$ cat config.mk
export PLATFORM = sky130hd
export DESIGN_NAME = alu_issue_ctrl_flat
export DESIGN_NICKNAME = d
export VERILOG_FILES = /design/src/rtl/alu_issue_ctrl_if.sv /design/src/rtl/alu_issue_ctrl.sv /design/src/flat_wrapper.sv
export SDC_FILE = /design/constraint.sdc
export NUM_CORES = 1
export LEC_CHECK = 0
export CORE_UTILIZATION = 34
export DETAILED_ROUTE_END_ITERATION = 10
export PLACE_DENSITY_LB_ADDON = 0.2
export SETUP_SLACK_MARGIN = 0.05
export SKIP_CTS_REPAIR_TIMING = 1
export SLEW_MARGIN = 10
export SYNTH_ARGS = -nofsm -noshare
export SYNTH_HDL_FRONTEND = slang
export SYNTH_SLANG_ARGS = --single-unit
$ cat constraint.sdc
create_clock -name clk -period 2.51 [get_ports clk]
set_input_delay 0.251 -clock clk [delete_from_list [all_inputs] [get_ports clk]]
set_output_delay 0.251 -clock clk [all_outputs]
set_load 0.05 [all_outputs]
$ cat src/rtl/alu_issue_ctrl_if.sv
// Command, ALU-drive and result bundle for alu_issue_ctrl.
// master is the environment (command source, ALU, result sink); slave is the controller.
interface alu_issue_ctrl_if;
    localparam int unsigned OP_W  = 4;
    localparam int unsigned DAT_W = 8;
    localparam int unsigned RES_W = 16;
    localparam int unsigned ISS_W = 8;

    logic             cmd_valid;
    logic             cmd_ready;
    logic [OP_W-1:0]  cmd_opcode;
    logic [DAT_W-1:0] cmd_a;
    logic [DAT_W-1:0] cmd_b;
    logic             cmd_ex_sel;

    logic             alu_init;
    logic [OP_W-1:0]  alu_opcode;
    logic [DAT_W-1:0] alu_a;
    logic [DAT_W-1:0] alu_b;
    logic             alu_ex_sel;
    logic [RES_W-1:0] alu_y;

    logic             res_valid;
    logic             res_ready;
    logic [RES_W-1:0] res_data;
    logic [OP_W-1:0]  res_opcode;

    logic             busy;
    logic [ISS_W-1:0] issue_count;

    modport master (
        output cmd_valid, cmd_opcode, cmd_a, cmd_b, cmd_ex_sel, alu_y, res_ready,
        input  cmd_ready, alu_init, alu_opcode, alu_a, alu_b, alu_ex_sel,
               res_valid, res_data, res_opcode, busy, issue_count
    );

    modport slave (
        input  cmd_valid, cmd_opcode, cmd_a, cmd_b, cmd_ex_sel, alu_y, res_ready,
        output cmd_ready, alu_init, alu_opcode, alu_a, alu_b, alu_ex_sel,
               res_valid, res_data, res_opcode, busy, issue_count
    );
endinterface

$ cat src/rtl/alu_issue_ctrl.sv
// Queues ALU commands in a small FIFO and issues them one at a time to a fixed-latency ALU,
// holding each result until the consumer accepts it.
module alu_issue_ctrl #(
    parameter int unsigned DEPTH = 4,
    parameter int unsigned LAT   = 1
) (
    input  logic           clk,
    input  logic           rst_n,
    alu_issue_ctrl_if.slave bus
);
    localparam int unsigned PTR_W  = (DEPTH > 1) ? $clog2(DEPTH) : 1;
    localparam int unsigned CNT_W  = PTR_W + 1;
    localparam int unsigned WAIT_W = 4;
    localparam int unsigned OP_W   = 4;
    localparam int unsigned DAT_W  = 8;
    localparam int unsigned RES_W  = 16;
    localparam int unsigned ISS_W  = 8;

    typedef struct packed {
        logic [OP_W-1:0]  opcode;
        logic [DAT_W-1:0] a;
        logic [DAT_W-1:0] b;
        logic             ex_sel;
    } cmd_t;

    typedef enum logic [1:0] {
        ST_IDLE   = 2'd0,
        ST_WAIT   = 2'd1,
        ST_RESULT = 2'd2
    } state_t;

    state_t            state;
    state_t            state_d;

    cmd_t              mem [DEPTH];
    cmd_t              cmd_in;
    cmd_t              head;
    logic [PTR_W-1:0]  wr_ptr;
    logic [PTR_W-1:0]  rd_ptr;
    logic [CNT_W-1:0]  count;
    logic              fifo_empty;
    logic              push;

    logic              pop;
    logic              capture;
    logic              alu_init_d;

    logic [WAIT_W-1:0] wait_cnt;
    logic              alu_init_q;
    logic [OP_W-1:0]   alu_opcode_q;
    logic [DAT_W-1:0]  alu_a_q;
    logic [DAT_W-1:0]  alu_b_q;
    logic              alu_ex_sel_q;
    logic              res_valid_q;
    logic [RES_W-1:0]  res_data_q;
    logic [OP_W-1:0]   res_opcode_q;
    logic [ISS_W-1:0]  issue_count_q;

    assign cmd_in     = {bus.cmd_opcode, bus.cmd_a, bus.cmd_b, bus.cmd_ex_sel};
    assign head       = mem[rd_ptr];
    assign fifo_empty = (count == '0);

    // Ready looks only at the registered count, so a pop at full never frees a slot the same edge.
    assign bus.cmd_ready = (count < CNT_W'(DEPTH));
    assign push          = bus.cmd_valid && bus.cmd_ready;
    assign bus.busy      = (state != ST_IDLE) || !fifo_empty;

    assign bus.alu_init    = alu_init_q;
    assign bus.alu_opcode  = alu_opcode_q;
    assign bus.alu_a       = alu_a_q;
    assign bus.alu_b       = alu_b_q;
    assign bus.alu_ex_sel  = alu_ex_sel_q;
    assign bus.res_valid   = res_valid_q;
    assign bus.res_data    = res_data_q;
    assign bus.res_opcode  = res_opcode_q;
    assign bus.issue_count = issue_count_q;

    // State register
    always_ff @(posedge clk or negedge rst_n) begin
        if (!rst_n) begin
            state <= ST_IDLE;
        end else begin
            state <= state_d;
        end
    end

    // Next-state logic
    always_comb begin
        state_d = state;
        case (state)
            ST_IDLE:   if (!fifo_empty)                   state_d = ST_WAIT;
            ST_WAIT:   if (wait_cnt == WAIT_W'(1))        state_d = ST_RESULT;
            ST_RESULT: if (bus.res_ready)                 state_d = ST_IDLE;
            default:                                      state_d = ST_IDLE;
        endcase
    end

    // Per-state control strobes for the datapath
    always_comb begin
        pop        = 1'b0;
        capture    = 1'b0;
        alu_init_d = 1'b0;
        case (state)
            ST_IDLE:   pop     = !fifo_empty;
            ST_WAIT:   capture = (wait_cnt == WAIT_W'(1));
            default:   ;
        endcase
        alu_init_d = (state_d != ST_IDLE);
    end

    // FIFO pointers and occupancy
    always_ff @(posedge clk or negedge rst_n) begin
        if (!rst_n) begin
            wr_ptr <= '0;
            rd_ptr <= '0;
            count  <= '0;
        end else begin
            if (push) wr_ptr <= wr_ptr + PTR_W'(1);
            if (pop)  rd_ptr <= rd_ptr + PTR_W'(1);
            case ({push, pop})
                2'b10:   count <= count + CNT_W'(1);
                2'b01:   count <= count - CNT_W'(1);
                default: count <= count;
            endcase
        end
    end

    // Storage needs no reset: occupancy alone decides what is valid.
    always_ff @(posedge clk) begin
        if (push) mem[wr_ptr] <= cmd_in;
    end

    // ALU drive, latency counter and result capture
    always_ff @(posedge clk or negedge rst_n) begin
        if (!rst_n) begin
            wait_cnt      <= '0;
            alu_init_q    <= 1'b0;
            alu_opcode_q  <= '0;
            alu_a_q       <= '0;
            alu_b_q       <= '0;
            alu_ex_sel_q  <= 1'b0;
            res_valid_q   <= 1'b0;
            res_data_q    <= '0;
            res_opcode_q  <= '0;
            issue_count_q <= '0;
        end else begin
            alu_init_q <= alu_init_d;
            if (pop) begin
                alu_opcode_q  <= head.opcode;
                alu_a_q       <= head.a;
                alu_b_q       <= head.b;
                alu_ex_sel_q  <= head.ex_sel;
                wait_cnt      <= WAIT_W'(LAT);
                issue_count_q <= issue_count_q + ISS_W'(1);
            end else if (state == ST_WAIT) begin
                wait_cnt <= wait_cnt - WAIT_W'(1);
            end
            if (capture) begin
                res_data_q   <= bus.alu_y;
                res_opcode_q <= alu_opcode_q;
                res_valid_q  <= 1'b1;
            end else if (state == ST_RESULT && bus.res_ready) begin
                res_valid_q <= 1'b0;
            end
        end
    end
endmodule

$ cat src/flat_wrapper.sv
// flat-port wrapper written by rule: the top's interface ports become plain ports
module alu_issue_ctrl_flat 
#(
    parameter int unsigned DEPTH = 4,
    parameter int unsigned LAT   = 1
)
  (clk, rst_n, bus_cmd_valid, bus_cmd_opcode, bus_cmd_a, bus_cmd_b, bus_cmd_ex_sel, bus_alu_y, bus_res_ready, bus_cmd_ready, bus_alu_init, bus_alu_opcode, bus_alu_a, bus_alu_b, bus_alu_ex_sel, bus_res_valid, bus_res_data, bus_res_opcode, bus_busy, bus_issue_count);
  alu_issue_ctrl_if bus_i ();
  input  logic clk;
  input  logic rst_n;
  input wire logic [$bits(bus_i.cmd_valid)-1:0] bus_cmd_valid;
  input wire logic [$bits(bus_i.cmd_opcode)-1:0] bus_cmd_opcode;
  input wire logic [$bits(bus_i.cmd_a)-1:0] bus_cmd_a;
  input wire logic [$bits(bus_i.cmd_b)-1:0] bus_cmd_b;
  input wire logic [$bits(bus_i.cmd_ex_sel)-1:0] bus_cmd_ex_sel;
  input wire logic [$bits(bus_i.alu_y)-1:0] bus_alu_y;
  input wire logic [$bits(bus_i.res_ready)-1:0] bus_res_ready;
  output wire logic [$bits(bus_i.cmd_ready)-1:0] bus_cmd_ready;
  output wire logic [$bits(bus_i.alu_init)-1:0] bus_alu_init;
  output wire logic [$bits(bus_i.alu_opcode)-1:0] bus_alu_opcode;
  output wire logic [$bits(bus_i.alu_a)-1:0] bus_alu_a;
  output wire logic [$bits(bus_i.alu_b)-1:0] bus_alu_b;
  output wire logic [$bits(bus_i.alu_ex_sel)-1:0] bus_alu_ex_sel;
  output wire logic [$bits(bus_i.res_valid)-1:0] bus_res_valid;
  output wire logic [$bits(bus_i.res_data)-1:0] bus_res_data;
  output wire logic [$bits(bus_i.res_opcode)-1:0] bus_res_opcode;
  output wire logic [$bits(bus_i.busy)-1:0] bus_busy;
  output wire logic [$bits(bus_i.issue_count)-1:0] bus_issue_count;
  assign bus_i.cmd_valid = bus_cmd_valid;
  assign bus_i.cmd_opcode = bus_cmd_opcode;
  assign bus_i.cmd_a = bus_cmd_a;
  assign bus_i.cmd_b = bus_cmd_b;
  assign bus_i.cmd_ex_sel = bus_cmd_ex_sel;
  assign bus_i.alu_y = bus_alu_y;
  assign bus_i.res_ready = bus_res_ready;
  assign bus_cmd_ready = bus_i.cmd_ready;
  assign bus_alu_init = bus_i.alu_init;
  assign bus_alu_opcode = bus_i.alu_opcode;
  assign bus_alu_a = bus_i.alu_a;
  assign bus_alu_b = bus_i.alu_b;
  assign bus_alu_ex_sel = bus_i.alu_ex_sel;
  assign bus_res_valid = bus_i.res_valid;
  assign bus_res_data = bus_i.res_data;
  assign bus_res_opcode = bus_i.res_opcode;
  assign bus_busy = bus_i.busy;
  assign bus_issue_count = bus_i.issue_count;
  alu_issue_ctrl #(.DEPTH(DEPTH), .LAT(LAT)) u_core (.clk(clk), .rst_n(rst_n), .bus(bus_i));
endmodule
==> flow_summary.yaml, run 1 <==
route:
  drc_errors: 0
  routed_via_density: 4.51
  wire_per_inst_um: 16.2
  drt_first_pass_iters: 5
  wirelength_um: 10400
  vias: 2898
  drtIter0Drc: 103
  detail-route-antenna-nets: 0
logic_synthesis:
  synth.area.top_cells: "edfxtp_1 (44%), dfrtp_1 (28%), mux4_2 (8.2%)"
  syn_area_sq_um: 5770
  syn-instance-count: 301
  synthDistinctLibCells: 37
  avgSynthCellArea_sq_um: 19.2
  synth_nets: 351
  seq_area_frac_synth_pct: 71.5
  synth_top_cell_area_share_pct: 43.7
  synth_largest_area_cell: "edfxtp_1"
  yosys_warnings: 0
  ys_ff_latch: 148
sta:
  finClkSkew_ps: 8.46
  finalHoldViolCount: 64
  min_period_over_period_pct: 91.3
  setup_violations: 0
  relSlewSlack_pct: 44.7
  tightestPinTransition_ps: 830
  slew_viol_final: 0
  rsz0062_at_grt: "false"
  whs_ps: -66.9
  fmax_mhz: 436
  tns_ps: 0
  timing.final.crit_period_ps: 2290
finish:
  final_cell_mix: "clkdlybuf4s50_1 (92), edfxtp_1 (84), dfrtp_1 (63)"
  num-fill-cells: 1453
  layout.nets: 460
  layout_commonest_cell: "clkdlybuf4s50_1"
  finish.utilization_pct: 46.0
  area_delta_synth_final_pct: 32.1
  drive_gt1_share_pct: 23.0
  diodes: 0
global_route:
  grt_pass1_vias: 3128
  grt_usage_pct: 13.2
  grt_pass1_wl_um: 17000
  antenna_found_initial: 0
  grt_start_max_net_pins: 65
  grt_overflow: 0
clocking:
  cts_buffer_depth: 2
  cts_inserted_buffers: 17
  cts_tree: "built"
  clock_latency_ps: 420
  clk_pin_slew_ps: 60
  h-tree-depth: 4
  cts.sinks: 148
  cts-root-buf: "clkbuf_16"
power_and_ir_drop:
  power_density_nw_per_um2: 1460
  leakage_nw: 2.84
  irDropWorstVdd_uv: 598
critical_path:
  end_kind: "output pin"
  start_kind: "flop"
  cp.arrival_ps: 2040
  worstPathRequired_ps: 2260
  path_class: "flop to output pin"
  critPathMaxFanout: 6
flow_run:
  maxCapViolCount: 0
die:
  die_h_um: 132
  rows: 47
  dieWidth_um: 132
  core_sq_um: 16600
  initial_core_util_pct: 34.8
  dieArea_sq_um: 17500
  io_pins: 94
outcome:
  violations: "hold timing"
  status: "complete, but fails checks"
placed_design:
  hpwl_um: 6590
  port_buffers: 93
  gp_congestion: 0.735
hold_path:
  hp-class: "primary input to async pin"
-- metrics by stage --
| stage | worst slack [ps] | power, mW | instances | cell area (sq um) | hold WS (ps) |
|---|---|---|---|---|---|
| 2_1_floorplan | 408 | 7.21 | 301 | 5770 | -44.6 |
| 3_3_place_gp | 386 | 8.60 | 611 | 7010 | 423 |
| 3_5_place_dp | 318 | 8.66 | 611 | 7010 | 422 |
| 4_1_cts | 199 | 11.3 | 642 | 7620 | -27.0 |
| 5_1_grt | 145 | 11.7 | 642 | 7620 | 8.24 |
| 6_report | 219 | 11.1 | 642 | 7620 | -66.9 |
-- synth_stat cells (all sizes together) --
master,number
inv,10
nor3b,1
dfrtp,64
and4,1
ha,8
o21ai,4
nor3,1
edfxtp,84
nand4,4
mux4,21
a21oi,1
nand3,4
xor2,2
mux2,42
o22ai,1
or3b,1
buf,10
clkbuf,2
or3,3
nand2b,2
nand3b,2
nor2,3
and2,5
nand2,9
xnor2,13
fa,1
nor4bb,1
nor2b,1
-- kinds of logic (layout without fill, tap and decap cells) --
group	count (synthesis)	count (layout)	share of synthesized area [%]
AO/OA/AOI/OAI	6	6	0.542
XOR/XNOR	15	15	2.28
buffers and inverters	22	143	2.15
adder cells (fa/ha/maj)	9	9	2.08
AND/OR/NAND/NOR	38	38	4.03
flip-flops	148	148	71.5
multiplexers	63	63	17.4
-- routing by layer --
metal / GRT usage (%) / up-vias / wire length [um]
li1: - / 1348 / -
met4: 7.73 / 0 / 287
met5: 0 / - / 0
met3: 3.96 / 23 / 544
met1: 15.7 / 1440 / 4660
met2: 21.3 / 87 / 4930
-- where the power goes --
group	total (mW)	internal (mW)	switching (mW)	leakage (nW)
registers	3.69	3.31	0.372	1.52
clock network	2.63	1.66	0.969	0.293
logic	4.83	2.06	2.77	1.02
-- cell type report --
class	instances	area [sq um]	area share, %
Timing Repair Buffer	102	1050	13.7
Clock buffer	19	433	5.68
Multi-Input combinational cell	131	1520	20.0
Inverter	10	42.5	0.558
Clock inverter	12	180	2.36
Sequential cell	148	4130	54.1
Tap cell	220	275	3.61
-- critical path, stage by stage, from the launching register on --
cell	delay [ps]
dfrtp_1	430
nor2_2	350
nand2_1	120
clkdlybuf4s50_1	710
-- flip-flops by register name (all words and copies together) (netlist names) --
signal and count:
u_core.bus.issue_count 8, u_core.wait_cnt 4, u_core.bus.res_data 16, u_core.rd_ptr 2
u_core.state 2, u_core.count 3, u_core.bus.alu_b 8, u_core.wr_ptr 2
u_core.mem 84, u_core.bus.alu_a 8, u_core.bus.res_opcode 4, u_core.bus.res_valid 1
u_core.bus.alu_init 1, u_core.bus.alu_ex_sel 1, u_core.bus.alu_opcode 4
-- final timing paths --
path | endpoint | slack, ps | cells after the start | start
hold / removal | u_core.bus.alu_a[6] | -70 | 1 | rst_n
max in group asynchronous | u_core.rd_ptr[0] | 2000 | 1 | rst_n
setup / recovery | bus_busy | 220 | 3 | u_core.state[0]
hold reg to reg | u_core.bus.issue_count[7] | 480 | 1 | u_core.bus.issue_count[7]
setup reg to reg | u_core.count[2] | 320 | 9 | u_core.state[0]
min in group clk | u_core.bus.res_data[9] | 440 | 2 | bus_alu_y[9]
Note: power is estimated with default switching activity, not from simulation.
==> run 2, diff against run 1 <==
--- a/config.mk
+++ b/config.mk
@@ -6,5 +6,6 @@
 export NUM_CORES = 1
 export LEC_CHECK = 0
-export CORE_UTILIZATION = 34
+export ABC_CLOCK_PERIOD_IN_PS = 2510
+export CORE_UTILIZATION = 52
 export DETAILED_ROUTE_END_ITERATION = 10
 export PLACE_DENSITY_LB_ADDON = 0.2
==> constraint.sdc (replaced) <==
create_clock -name clk -period 2.51 [get_ports clk]
set_input_delay 0.502 -clock clk [delete_from_list [all_inputs] [get_ports clk]]
set_output_delay 0.502 -clock clk [all_outputs]
set_load 0.05 [all_outputs]
==> run 2 against run 1 <==
Compared with the run above:
- utilization is 24 points higher
- count of clock-buffer cells in the layout down 2
- design area fell by 0.34%
- register-to-register slack about the same
- critical endpoint is now bus_cmd_ready
- the run still ends with hold timing left
- via count up 3.0%
- maximum frequency down 2.5%
- highest routed layer unchanged
- non-clock buffer count rose by 5
- global-route usage increased by 6.5 points
==> flow_summary.yaml, run 2 (synthesis gave the netlist of run 1 again) <==
global_route:
  grt_usage_pct: 19.6
  antenna_found_initial: 0
  grt_start_max_net_pins: 41
  grt_pass1_vias: 3178
  grt_overflow: 0
  grt_pass1_wl_um: 16300
die:
  io_pins: 94
  die_h_um: 107
  core_sq_um: 10800
  initial_core_util_pct: 53.2
  rows: 38
  dieArea_sq_um: 11500
  dieWidth_um: 107
power_and_ir_drop:
  comb_power_share_pct: 42.2
  power_density_nw_per_um2: 1500
  power_frac_clock_pct: 25.0
  irDropWorstVdd_uv: 853
  leakage_nw: 2.89
  p_switching_mw: 4.11
  p_seq_share_pct: 32.9
  power_switching_share_pct: 36.1
  p_int_mw: 7.29
  p_total_mw: 11.4
sta:
  finalHoldViolCount: 3
  worst_slack_ps: 160
  tightestPinTransition_ps: 615
  fmax_mhz: 426
  finClkSkew_ps: 5.85
  timing.final.crit_period_ps: 2350
  setup_violations: 0
  tns_ps: 0
  min_period_over_period_pct: 93.6
  rsz0062_at_grt: "false"
  relSlewSlack_pct: 59.0
  whs_ps: -0.694
  slew_viol_final: 0
critical_path:
  slowest_stage: "clkdlybuf4s50_1"
  startpoint: "u_core.count[2]"
  slowest_delay_ps: 810
  worstPathRequired_ps: 2010
  end_kind: "output pin"
  rr_startpoint: "u_core.state[0]"
  reg2reg_depth: 9
  r2r_setup_slack_ps: 320
  rr_endpoint: "u_core.count[2]"
  critPathMaxFanout: 4
  cp.arrival_ps: 1850
  path_cells: "inv_1 -> clkdlybuf4s50_1"
  path_class: "flop to output pin"
  start_kind: "flop"
route:
  routed_via_density: 5.26
  detail-route-antenna-nets: 0
  drtIter0Drc: 90
  wire_per_inst_um: 18.0
  wirelength_um: 10200
  vias: 2986
  drt_first_pass_iters: 4
  drc_errors: 0
placed_design:
  port_buffers: 93
  post-place-ws_ps: 291
  placed_area_sq_um: 6920
  gp_congestion: 0.741
  hpwl_um: 6510
outcome:
  violations: "hold timing"
  status: "complete, but fails checks"
finish:
  postLayoutCellArea_sq_um: 7600
  diodes: 0
  num-fill-cells: 707
  finish.utilization_pct: 70.1
  largest_reg_flops: 84
  area_delta_synth_final_pct: 31.7
  drive_gt1_share_pct: 24.1
  final_cell_mix: "clkdlybuf4s50_1 (91), edfxtp_1 (84), dfrtp_1 (63)"
  layout.nets: 465
  layout_commonest_cell: "clkdlybuf4s50_1"
  largest_register: "u_core.mem"
clocking:
  h-tree-depth: 4
  clock_latency_ps: 520
  cts_tree: "built"
  cts_buffer_depth: 2
  clk_pin_slew_ps: 60
  cts.sinks: 148
  cts-root-buf: "clkbuf_8"
  cts_inserted_buffers: 17
flow_run:
  maxCapViolCount: 0
hold_path:
  hp-class: "primary input to async pin"
-- run 2: worst max path at each step --
stage | end | slack (ps) | depth (start not counted)
2_1_floorplan | u_core.count[2] | 410 | 10
3_3_place_gp | u_core.count[2] | 370 | 9
3_5_place_dp | u_core.count[2] | 290 | 9
4_1_cts | bus_busy | -170 | 3
5_1_grt | bus_cmd_ready | 130 | 2
6_report | bus_cmd_ready | 160 | 2
-- run 2: metrics by stage --
stage	hold WS, ps	std cells
3_3_place_gp	458	536
3_5_place_dp	463	536
5_1_grt	32.4	568
4_1_cts	3.79	568
6_report	-0.694	568
2_1_floorplan	206	301
-- run 2: per-layer routing --
layer / vias up / share of wire [%] / GRT usage (%)
met1: 1520 / 42 / 25.1
li1: 1363 / - / -
met3: 7 / 6.7 / 5.08
met5: - / 0 / 0
met2: 96 / 51 / 32.4
met4: 0 / 0.75 / 7.63
-- run 2: final cells by class --
class	count	area [sq um]	area share, %
clock buffers	17	414	5.45
clock inverters	15	260	3.43
well taps	140	175	2.31
repair buffers	107	1060	13.9
flip-flops and latches	148	4130	54.3
multi-input cells	131	1520	20.0
inverters	10	42.5	0.560
-- run 2: power by group through the flow --
stage | sequential, mW | clock (mW) | combinational [mW]
final | 3.75 | 2.85 | 4.81
after global routing | 3.83 | 3.00 | 5.10
after CTS | 3.76 | 2.89 | 4.87
after detailed placement | 3.79 | 0 | 4.85
after global placement | 3.75 | 0 | 4.78
after floorplan | 5.08 | 0 | 2.13
-- run 2: worst max-delay path, delay by kind of cell, from the launching register on --
kind,cells,cell delay [ps]
buffers and inverters,2,920
flip-flops,1,410
